[src/rtl/apb_csr_timer_bank.sv]
// APB CSR slave: global ID/IRQ registers plus NUM_CH programmable down-counter channels,
// with inserted wait states, PSLVERR decode, PSTRB byte masking and a W1C interrupt status.
module apb_csr_timer_bank #(
    parameter int ADDR_WIDTH  = 32,
    parameter int DATA_WIDTH  = 32,
    parameter int NUM_CH      = 4,
    parameter int CNT_WIDTH   = 16,
    parameter int WAIT_STATES = 0
) (
    input  logic                  PCLK,
    input  logic                  PRESETn,
    input  logic [ADDR_WIDTH-1:0] PADDR,
    input  logic                  PSELx,
    input  logic                  PENABLE,
    input  logic                  PWRITE,
    input  logic [DATA_WIDTH-1:0] PWDATA,
    input  logic [3:0]            PSTRB,
    output logic [DATA_WIDTH-1:0] PRDATA,
    output logic                  PREADY,
    output logic                  PSLVERR,
    output logic                  irq
);

    typedef enum logic [1:0] {IDLE, SETUP, ACCESS} state_t;

    state_t               state, state_next;
    logic [2:0]           wait_cnt, wait_next;

    logic [7:0]           off;
    logic [3:0]           slot;
    logic [1:0]           word;
    logic                 in_ch;
    logic                 err;
    logic                 wr_en;
    logic [31:0]          strb_mask;
    logic [31:0]          rd;

    logic [NUM_CH-1:0]    irq_status, irq_en, irq_clr;
    logic [NUM_CH-1:0]    en_r, ar_r, expire;
    logic [NUM_CH-1:0]    wr_ctrl, wr_load;
    logic [CNT_WIDTH-1:0] load_r  [NUM_CH];
    logic [CNT_WIDTH-1:0] count_r [NUM_CH];

    logic                 unused_bits;

    // NOTE: sequential state uses non-blocking assignments so every register samples pre-edge values.
    always_ff @(posedge PCLK or negedge PRESETn) begin
        if (!PRESETn) begin
            state    <= IDLE;
            wait_cnt <= '0;
        end else begin
            state    <= state_next;
            wait_cnt <= wait_next;
        end
    end

    // NOTE: every combinational output gets a default first, so no path can infer a latch.
    always_comb begin
        state_next = state;
        wait_next  = wait_cnt;
        case (state)
            IDLE: begin
                if (PSELx && !PENABLE) begin
                    state_next = SETUP;
                    wait_next  = '0;
                end
            end
            SETUP:  state_next = ACCESS;
            ACCESS: begin
                if (PREADY || !PSELx) state_next = IDLE;
                else if (wait_cnt < 3'(WAIT_STATES)) wait_next = wait_cnt + 3'd1;
            end
            default: state_next = IDLE;
        endcase
    end

    assign PREADY = PSELx && PENABLE && (state == ACCESS) && (wait_cnt == 3'(WAIT_STATES));

    // Only the low address byte is decoded; slot 0 is the global block, slots 1.. are channels.
    assign off   = PADDR[7:0];
    assign slot  = off[7:4];
    assign word  = off[3:2];
    assign in_ch = (slot != 4'd0) && (off < 8'h90);

    always_comb begin
        err = 1'b0;
        if (off[1:0] != 2'b00 || off == 8'h0C || off >= 8'h90) err = 1'b1;
        if (in_ch && (word == 2'd3 || int'(slot) > NUM_CH))  err = 1'b1;
        if (PWRITE && (off == 8'h00 || (in_ch && word == 2'd2))) err = 1'b1;
    end

    assign PSLVERR   = PREADY && err;
    assign wr_en     = PREADY && PWRITE && !err;
    assign strb_mask = {{8{PSTRB[3]}}, {8{PSTRB[2]}}, {8{PSTRB[1]}}, {8{PSTRB[0]}}};
    assign irq_clr   = (wr_en && slot == 4'd0 && word == 2'd1) ?
                       (PWDATA[NUM_CH-1:0] & strb_mask[NUM_CH-1:0]) : '0;

    always_comb begin
        wr_ctrl = '0;
        wr_load = '0;
        for (int n = 0; n < NUM_CH; n++) begin
            wr_ctrl[n] = wr_en && (slot == 4'(n + 1)) && (word == 2'd0);
            wr_load[n] = wr_en && (slot == 4'(n + 1)) && (word == 2'd1);
            expire[n]  = en_r[n] && (count_r[n] == '0);
        end
    end

    // Hardware set is OR-ed in after the clear, so an expiry beats a same-cycle W1C.
    always_ff @(posedge PCLK or negedge PRESETn) begin
        if (!PRESETn) begin
            irq_status <= '0;
            irq_en     <= '0;
        end else begin
            irq_status <= (irq_status & ~irq_clr) | expire;
            if (wr_en && slot == 4'd0 && word == 2'd2)
                irq_en <= (irq_en & ~strb_mask[NUM_CH-1:0]) | (PWDATA[NUM_CH-1:0] & strb_mask[NUM_CH-1:0]);
        end
    end

    // NOTE: the per-channel arrays are architecturally visible, so they are reset like any register.
    always_ff @(posedge PCLK or negedge PRESETn) begin
        if (!PRESETn) begin
            en_r <= '0;
            ar_r <= '0;
            for (int n = 0; n < NUM_CH; n++) begin
                load_r[n]  <= '0;
                count_r[n] <= '0;
            end
        end else begin
            for (int n = 0; n < NUM_CH; n++) begin
                // A masked CTRL lane keeps the old bits, which also overrides the HW en-clear.
                if (wr_ctrl[n]) begin
                    en_r[n] <= PSTRB[0] ? PWDATA[0] : en_r[n];
                    ar_r[n] <= PSTRB[0] ? PWDATA[1] : ar_r[n];
                end else if (expire[n] && !ar_r[n]) begin
                    en_r[n] <= 1'b0;
                end

                if (wr_ctrl[n] && PSTRB[0] && PWDATA[0] && !en_r[n]) begin
                    count_r[n] <= load_r[n];
                end else if (en_r[n]) begin
                    if (count_r[n] != '0) count_r[n] <= count_r[n] - CNT_WIDTH'(1);
                    else if (ar_r[n])     count_r[n] <= load_r[n];
                end

                if (wr_load[n])
                    load_r[n] <= (load_r[n] & ~strb_mask[CNT_WIDTH-1:0]) |
                                 (PWDATA[CNT_WIDTH-1:0] & strb_mask[CNT_WIDTH-1:0]);
            end
        end
    end

    always_comb begin
        rd = '0;
        if (slot == 4'd0) begin
            case (word)
                2'd0:    rd = {16'h5A02, 8'(NUM_CH), 8'(CNT_WIDTH)};
                2'd1:    rd = 32'(irq_status);
                2'd2:    rd = 32'(irq_en);
                default: rd = '0;
            endcase
        end else begin
            for (int n = 0; n < NUM_CH; n++) begin
                if (slot == 4'(n + 1)) begin
                    case (word)
                        2'd0:    rd = {30'b0, ar_r[n], en_r[n]};
                        2'd1:    rd = 32'(load_r[n]);
                        2'd2:    rd = 32'(count_r[n]);
                        default: rd = '0;
                    endcase
                end
            end
        end
    end

    assign PRDATA = (state == ACCESS && !err) ? rd : '0;
    assign irq    = |(irq_status & irq_en);

    assign unused_bits = ^{PADDR, PWDATA, strb_mask};

endmodule

[config.mk]
export PLATFORM = sky130hd
export DESIGN_NAME = apb_csr_timer_bank
export DESIGN_NICKNAME = d
export VERILOG_FILES = /design/src/rtl/apb_csr_timer_bank.sv
export SDC_FILE = /design/constraint.sdc
export NUM_CORES = 1
export LEC_CHECK = 0
export ABC_CLOCK_PERIOD_IN_PS = 10100
export CELL_PAD_IN_SITES_DETAIL_PLACEMENT = 0
export CELL_PAD_IN_SITES_GLOBAL_PLACEMENT = 1
export CORE_AREA = 10 10 147 149
export CTS_BUF_LIST = sky130_fd_sc_hd__clkbuf_2 sky130_fd_sc_hd__clkbuf_4 sky130_fd_sc_hd__clkbuf_8
export DETAILED_ROUTE_END_ITERATION = 6
export DIE_AREA = 0 0 157 159
export PLACE_DENSITY = 0.91
export SLEW_MARGIN = 0
export SYNTH_ARGS = -nofsm -noshare
export SYNTH_HDL_FRONTEND = slang
export SYNTH_SLANG_ARGS = --single-unit
[constraint.sdc]
create_clock -name PCLK -period 10.1 [get_ports PCLK]
set_input_delay 2.525 -clock PCLK [delete_from_list [all_inputs] [get_ports PCLK]]
set_output_delay 2.525 -clock PCLK [all_outputs]
set_load 0.02 [all_outputs]
==> results.md, run 1 <==
* Status: finished, final reports clean
* CTS root buf: clkbuf_8
* Max VDD drop at 0.0000787 V
* CP Capture Type: primary output
* Cell taking the most area after synthesis: dfrtp_1
* Via density at 6.47
* Switch Pwr at 376 uW
* Post-synth ARST share at 1.00
* Worst Skew at 0.0111 ns
* Worst r2r src: count_r[39]$_DFFE_PN0P_
* Final setup TNS at 0 ns
* Routed length per instance at 22.4 um
* Clock Sinks at 146
* TritonCTS buffer count at 17
* Global-route wire length before repair at 44.2 mm
* Total of warnings raised by yosys at 0
* Final WL at 27.9 mm
* Die Span Y at 159 um
* Worst Hold Depth at 1
* Yosys top cell area share at 0.413
* Worst-Skew Late Latency at 0.48 ns
* Max Cap Violations at 0
* Die Width at 157 um
* Placer congestion estimate at 0.946
* Critical path type: input pin to primary output
* Dpl hpwl at 19.2 mm
* Sw Ratio at 0.282
* Total Power Consumption at 1340 uW
* Comb power frac at 0.113
* Crit-path leading delay family: simple AND/OR/NAND/NOR gates
* Bufs and invs on worst path at 2
* Worst hold slack at 0.498 ns
* Worst path max stage delay at 0.80 ns
* Post-CTS Setup Bufs at 0
* Max Used Layer: met4
* Final Cycle Share at 0.857
* # diodes at 0
* Starting density of the core at 0.476
* Maximum clock rate at 0.116 GHz
* WL met2 at 12.8 mm
* Post-Synthesis Cell Area at 8850 sq um
* Die area at 25000 sq um
* Least-Margin Pin Slew at 1.04 ns
* Final setup violation count at 0
* Synth Instances at 983
* Final routed DRC violation total at 0
* Main synth FF type: dfrtp_1
* Final Max Slew Viols at 0
* Int Pwr at 959 uW
* # hold bufs at CTS at 0
* Worst Path Required at 7.58 ns
* Average footprint of a synthesized cell at 9.00 sq um
* Leakage power at 0.00426 uW
* P per Cell Area at 135 nW/um^2
* Tot GR Track Use at 0.225
* Critical Path AT at 6.13 ns
* First DRT Iteration DRCs at 765
* Number of distinct library cells after synthesis at 64
* Synthesized flop and latch total at 146
* Clock Path Buffers at 2
* DR WL met3 at 2.12 mm
* Post-CTS resize count at 0
* Via count at 8061
* Synth top area cells: dfrtp_1 (41%), mux2_2 (8.7%), a21oi_1 (5.8%)
* PortBufs at 54
* Most common cell on crit path: clkdlybuf4s50_1
* Number of global-route vias before repair at 7847
* H-tree depth at 4
* Initial DRT Pass Iterations at 5
* Nets at 1079
* Reg2Reg Depth at 5
* HP Class: flop to flop
* Area of the core at 18600 sq um
* Crit-path max FO at 14
* Cell Chain, Critical Path: clkdlybuf4s50_1 -> or4_1 -> a21oi_1 -> o211ai_1 -> or3_1 -> a221o_1 -> o32ai_1 -> clkdlybuf4s50_1
* Overflow after GRT at 0
* Fin util at 0.532
* Site Rows at 50
* Unrepaired setup endpoints after global routing: no
* Hold Fails Final Rpt at 0
* CTS tree: built
* R2R setup slack at 7.20 ns
* Minimum clock period at 8.65 ns
* P&R area growth vs syn at 11.6%
* Num ports at 108
* Register clock-pin slew on the reported worst setup and hold paths at 0.09 ns
* R2R Path End: count_r[40]$_DFFE_PN0P_
* Layout cell share with drive strength beyond 1 at 0.121
* Seq/Total Area, Yosys at 0.413
* Largest net degree at the start of global routing at 94
* Initial antenna violation count at 0
* Antenna viol nets, final at 0
* Post-synth EDFFs at 0
* Met1 Wirelength at 11.8 mm
* Clock Power Share at 0.395
* Sequential Power Share at 0.491
* Relative slew slack at 0.305
* Hold_sp: state[1]$_DFFE_PN0P_
* Startpoint types: input pin
* Slowest cell on the critical path: or4_1
* Worst hold endpoint: state[0]$_DFFE_PN0P_
[cell type report]
cell class	count	area, sq um
fill	1752	8700
multi-input combinational	746	4770
sequential	146	3650
timing repair buffer	67	639
tap	234	293
clock buffer	22	290
clock inverter	9	154
inverter	21	78.8
[per-layer routing]
metal | global-route usage | vias up
met5 | 0 | -
met4 | 0.109 | 0
met3 | 0.0569 | 58
met2 | 0.339 | 293
met1 | 0.295 | 4021
li1 | - | 3689
[cells in the final DEF, fill, tap and decap left out, drive strengths merged, types with 7 or more instances in the layout]
cell type / netlist / routed
o21ai: 81 / 81
a22oi: 33 / 33
o22ai: 16 / 16
nand2: 68 / 68
inv: 21 / 21
a221oi: 18 / 18
and3: 7 / 7
o31ai: 7 / 7
mux2i: 22 / 22
ha: 7 / 7
a221o: 13 / 13
nor3: 27 / 27
buf: 40 / 14
nor4: 14 / 14
mux2: 69 / 69
conb: 1 / 11
or3: 7 / 7
a21oi: 102 / 102
dfrtp: 146 / 146
nand2b: 17 / 17
nand4: 16 / 16
nor2: 84 / 84
and2: 8 / 8
clkbuf: 40 / 22
nand3: 35 / 35
clkdlybuf4s50: 0 / 53
a22o: 9 / 9
[kinds of logic (layout without fill, tap and decap cells)]
logic type	after synthesis	count (layout)	synth area share
and+or+nand+nor	318	318	0.181
adders and majority gates	7	7	0.00990
DFF	146	146	0.413
muxes	91	91	0.113
AOI/OAI and AO/OA	317	317	0.226
buffers and inverters	101	119	0.0554
other	1	11	0.000424
xor gates and xnor gates	2	2	0.00198
[worst reg2reg max path: stages (launching register included)]
cell and delay [ns]:
dfrtp_1 0.45, nor3_1 0.51, nand3_1 0.25, o31ai_1 0.48, nand2_1 0.65, a32o_1 0.45
[how the worst max path moves through the flow]
stage | startpoint | to | slack, ns | cells past startpoint
CTS | PADDR[5] | PRDATA[0] | 1.50 | 8
finish | PADDR[5] | PRDATA[0] | 1.45 | 8
global route | PADDR[5] | PRDATA[0] | 1.35 | 8
detailed placement | PADDR[5] | PRDATA[0] | 1.51 | 8
floorplan | PADDR[4] | PRDATA[25] | 2.90 | 9
global placement | PADDR[5] | PRDATA[0] | 1.51 | 8
[synth_stat cells, drive strengths merged (3+ instances only)]
library cell / n
mux2: 69
o21ai: 81
nand2: 68
a22o: 9
a211o: 3
and2: 8
ha: 7
a22oi: 33
nand4b: 3
o31ai: 7
nor2b: 6
o2bb2ai: 6
nor3: 27
a221oi: 18
clkbuf: 40
dfrtp: 146
nand4: 16
or3: 7
mux2i: 22
a211oi: 5
nor4: 14
and3: 7
buf: 40
nand2b: 17
o211ai: 5
nand3b: 3
or4: 6
a221o: 13
nand3: 35
o22ai: 16
a21oi: 102
or4b: 3
a31oi: 3
nor3b: 5
inv: 21
nor4b: 3
nor2: 84
[stage by stage]
stage                     setup slack (ns)  cells  instance area (sq um)
after floorplan                       2.90    993                   8890
after global routing                  1.35   1245                   9880
after CTS                             1.50   1245                   9880
final                                 1.45   1245                   9880
after detailed placement              1.51   1214                   9440
after global placement                1.51   1214                   9440
[power by group through the flow]
stage | clock (uW) | combinational, uW | sequential, uW
3_3_place_gp | 0 | 146 | 666
3_5_place_dp | 0 | 149 | 667
2_1_floorplan | 0 | 95.5 | 652
5_1_grt | 560 | 167 | 663
6_report | 528 | 152 | 656
4_1_cts | 532 | 149 | 655
Note: power is estimated with default switching activity, not from simulation.
==> run 2, diff against run 1 <==
CAP_MARGIN = 5   (was not set)
CORE_AREA = 10 10 141 156   (was 10 10 147 149)
DIE_AREA = 0 0 151 166   (was 0 0 157 159)
PLACE_DENSITY = 0.9   (was 0.91)
==> run 2 against run 1 <==
- clock power up 13%
- combinational power about the same
- design area increased by 1.1%
- critical path type unchanged
- highest routed layer unchanged
==> results.md, run 2 (same netlist as run 1, synthesis figures left out) <==
* Slowest cell on the critical path: or4_1
* Worst-Skew Late Latency at 0.47 ns (about the same)
* Hold Fails Final Rpt at 0 (unchanged)
* Max Cap Violations at 0 (unchanged)
* P&R area growth vs syn at 12.8%
* Number of global-route vias before repair at 7793 (-0.69%)
* TritonCTS buffer count at 17 (unchanged)
* Crit-path max FO at 21 (+7)
* Final Cycle Share at 0.883 (+0.0262)
* Worst path max stage delay at 0.87 ns (+0.07 ns)
* Critical Path AT at 6.39 ns (+0.26 ns)
* Maximum clock rate at 0.112 GHz (-3.0%)
* CP Capture Type: primary output
* Via density at 6.38 (-1.5%)
* Final WL at 27.7 mm (-0.84%)
* DR WL met3 at 2.04 mm (-3.5%)
* CP Launch Point: PADDR[4]
* Num ports at 108 (unchanged)
* Final routed DRC violation total at 0 (unchanged)
* # hold bufs at CTS at 0 (unchanged)
* Tot GR Track Use at 0.221 (-0.00476)
* PortBufs at 54 (unchanged)
* Critical path type: input pin to primary output
* Relative slew slack at 0.315 (+0.0106)
* CTS root buf: clkbuf_8
* Worst Skew at 0.00980 ns (-0.00134 ns)
* HP Class: flop to flop
* Largest net degree at the start of global routing at 82 (-13%)
* Final setup violation count at 0 (unchanged)
* Final setup TNS at 0 ns (unchanged)
* Post-CTS Setup Bufs at 0 (unchanged)
* Global-route wire length before repair at 43.5 mm (-1.6%)
* Most common cell on crit path: clkdlybuf4s50_1
* Nets at 1080 (+0.093%)
* Unrepaired setup endpoints after global routing: no
* Die Width at 151 um (-3.8%)
* Status: finished, final reports clean
* Leading cell type in the layout, fill and taps excluded: dfrtp_1
* Final Max Slew Viols at 0 (unchanged)
* Setup slack at placement at 1.24 ns (-0.263 ns)
* Starting density of the core at 0.470 (-0.00639)
* WL met2 at 13.1 mm (+2.4%)
* Dpl hpwl at 19.2 mm (-0.32%)
* Initial DRT Pass Iterations at 5 (unchanged)
* Post-CTS resize count at 0 (unchanged)
* P per Cell Area at 140 nW/um^2 (+3.9%)
* Cell Chain, Critical Path: clkdlybuf4s50_1 -> or4_1 -> a21oi_1 -> o211ai_1 -> or3_1 -> a221o_1 -> o32ai_1 -> clkdlybuf4s50_1
* Setup slack after layout at 1.18 ns (-0.265 ns)
* Startpoint types: input pin
* Clock Path Buffers at 2 (unchanged)
* CTS tree: built
* Antenna viol nets, final at 0 (unchanged)
* Clock Sinks at 146 (unchanged)
* Leakage power at 0.00430 uW (+0.99%)
* Initial antenna violation count at 1 (+1)
* Max VDD drop at 0.0000801 V (+1.8%)
* Met1 Wirelength at 11.6 mm (-1.7%)
* First DRT Iteration DRCs at 799 (+4.4%)
* Least-Margin Pin Slew at 1.02 ns (-0.0159 ns)
* H-tree depth at 4 (unchanged)
* Site Rows at 53 (+6.0%)
* Hold_sp: state[1]$_DFFE_PN0P_
* Register clock-pin slew on the reported worst setup and hold paths at 0.08 ns (about the same)
* Die area at 25100 sq um (+0.41%)
* Worst Path Required at 7.58 ns (about the same)
* Via count at 8039 (-0.27%)
* Minimum clock period at 8.92 ns (+0.265 ns)
* Most frequent cells in the layout: dfrtp_1 (146), a21oi_1 (102), nor2_1 (83)
* Routed length per instance at 22.0 um (-2.0%)
* Placer congestion estimate at 0.949 (+0.24%)
* Area of the core at 18800 sq um (+1.4%)
* Max Used Layer: met4
* Die Span Y at 166 um (+4.4%)
* Worst r2r src: count_r[38]$_DFFE_PN0P_
* Filler Cells Inserted at 1793 (+2.3%)
* Layout cell share with drive strength beyond 1 at 0.122 (+0.000869)
* Overflow after GRT at 0 (unchanged)
run 2: cell count changes in the layout (fill, tap and decap cells not counted):
cell        before  now
clkinvlp_4       2    1
buf_12           0    1
clkbuf_4         2    1
diode_2          0    1
bufinv_16        4    7
clkinv_4         1    0
run 2: final timing paths:
kind | end | slack, ns | cells after the start
max reg2reg | count_r[47]$_DFFE_PN0P_ | 7.32 | 6
max in group asynchronous | count_r[59]$_DFFE_PN0P_ | 6.68 | 2
min in group asynchronous | count_r[38]$_DFFE_PN0P_ | 2.09 | 1
max | PRDATA[0] | 1.18 | 8
min | state[0]$_DFFE_PN0P_ | 0.49 | 1
min reg2reg | state[0]$_DFFE_PN0P_ | 0.49 | 1
run 2: through the flow:
stage	cells	hold WS, ns	power (uW)	cell area, sq um	util
after CTS	1259	0.493	1400	9980	0.530
after global routing	1259	0.515	1460	9980	0.530
final	1260	0.493	1400	9980	0.530
after global placement	1228	0.468	814	9470	0.503
after floorplan	993	0.448	747	8890	-
after detailed placement	1228	0.480	816	9470	0.503
run 2: layout make-up:
class,count,area [sq um],area share
diodes,1,2.50,0.000251
clock buffers,21,283,0.0283
clock inverters,10,228,0.0228
inverters,21,78.8,0.00789
multi-input cells,746,4770,0.478
flip-flops and latches,146,3650,0.366
well taps,247,309,0.0310
repair buffers,68,659,0.0660
run 2: per-layer routing:
metal | up-vias | track usage
met1 | 3994 | 0.290
li1 | 3698 | -
met2 | 289 | 0.348
met3 | 58 | 0.0521
met5 | - | 0
met4 | 0 | 0.0733
run 2: power by group:
part / switching (uW) / total, uW / internal [uW]
Sequential: 43.2 / 656 / 613
Clock: 231 / 595 / 364
Combinational: 96.5 / 151 / 54.9
run 2: critical path: cells and delay by family:
kind / cells / cell delay [ns]
AOI/OAI and AO/OA: 4 / 0.87
and+or+nand+nor: 2 / 1.46
buffers and inverters: 2 / 1.53
==> run 3, diff against run 2 <==
HOLD_SLACK_MARGIN = 0.06   (was not set)
==> results of run 3 <==
Final layout, timing and power as in run 2 (identical DEF).
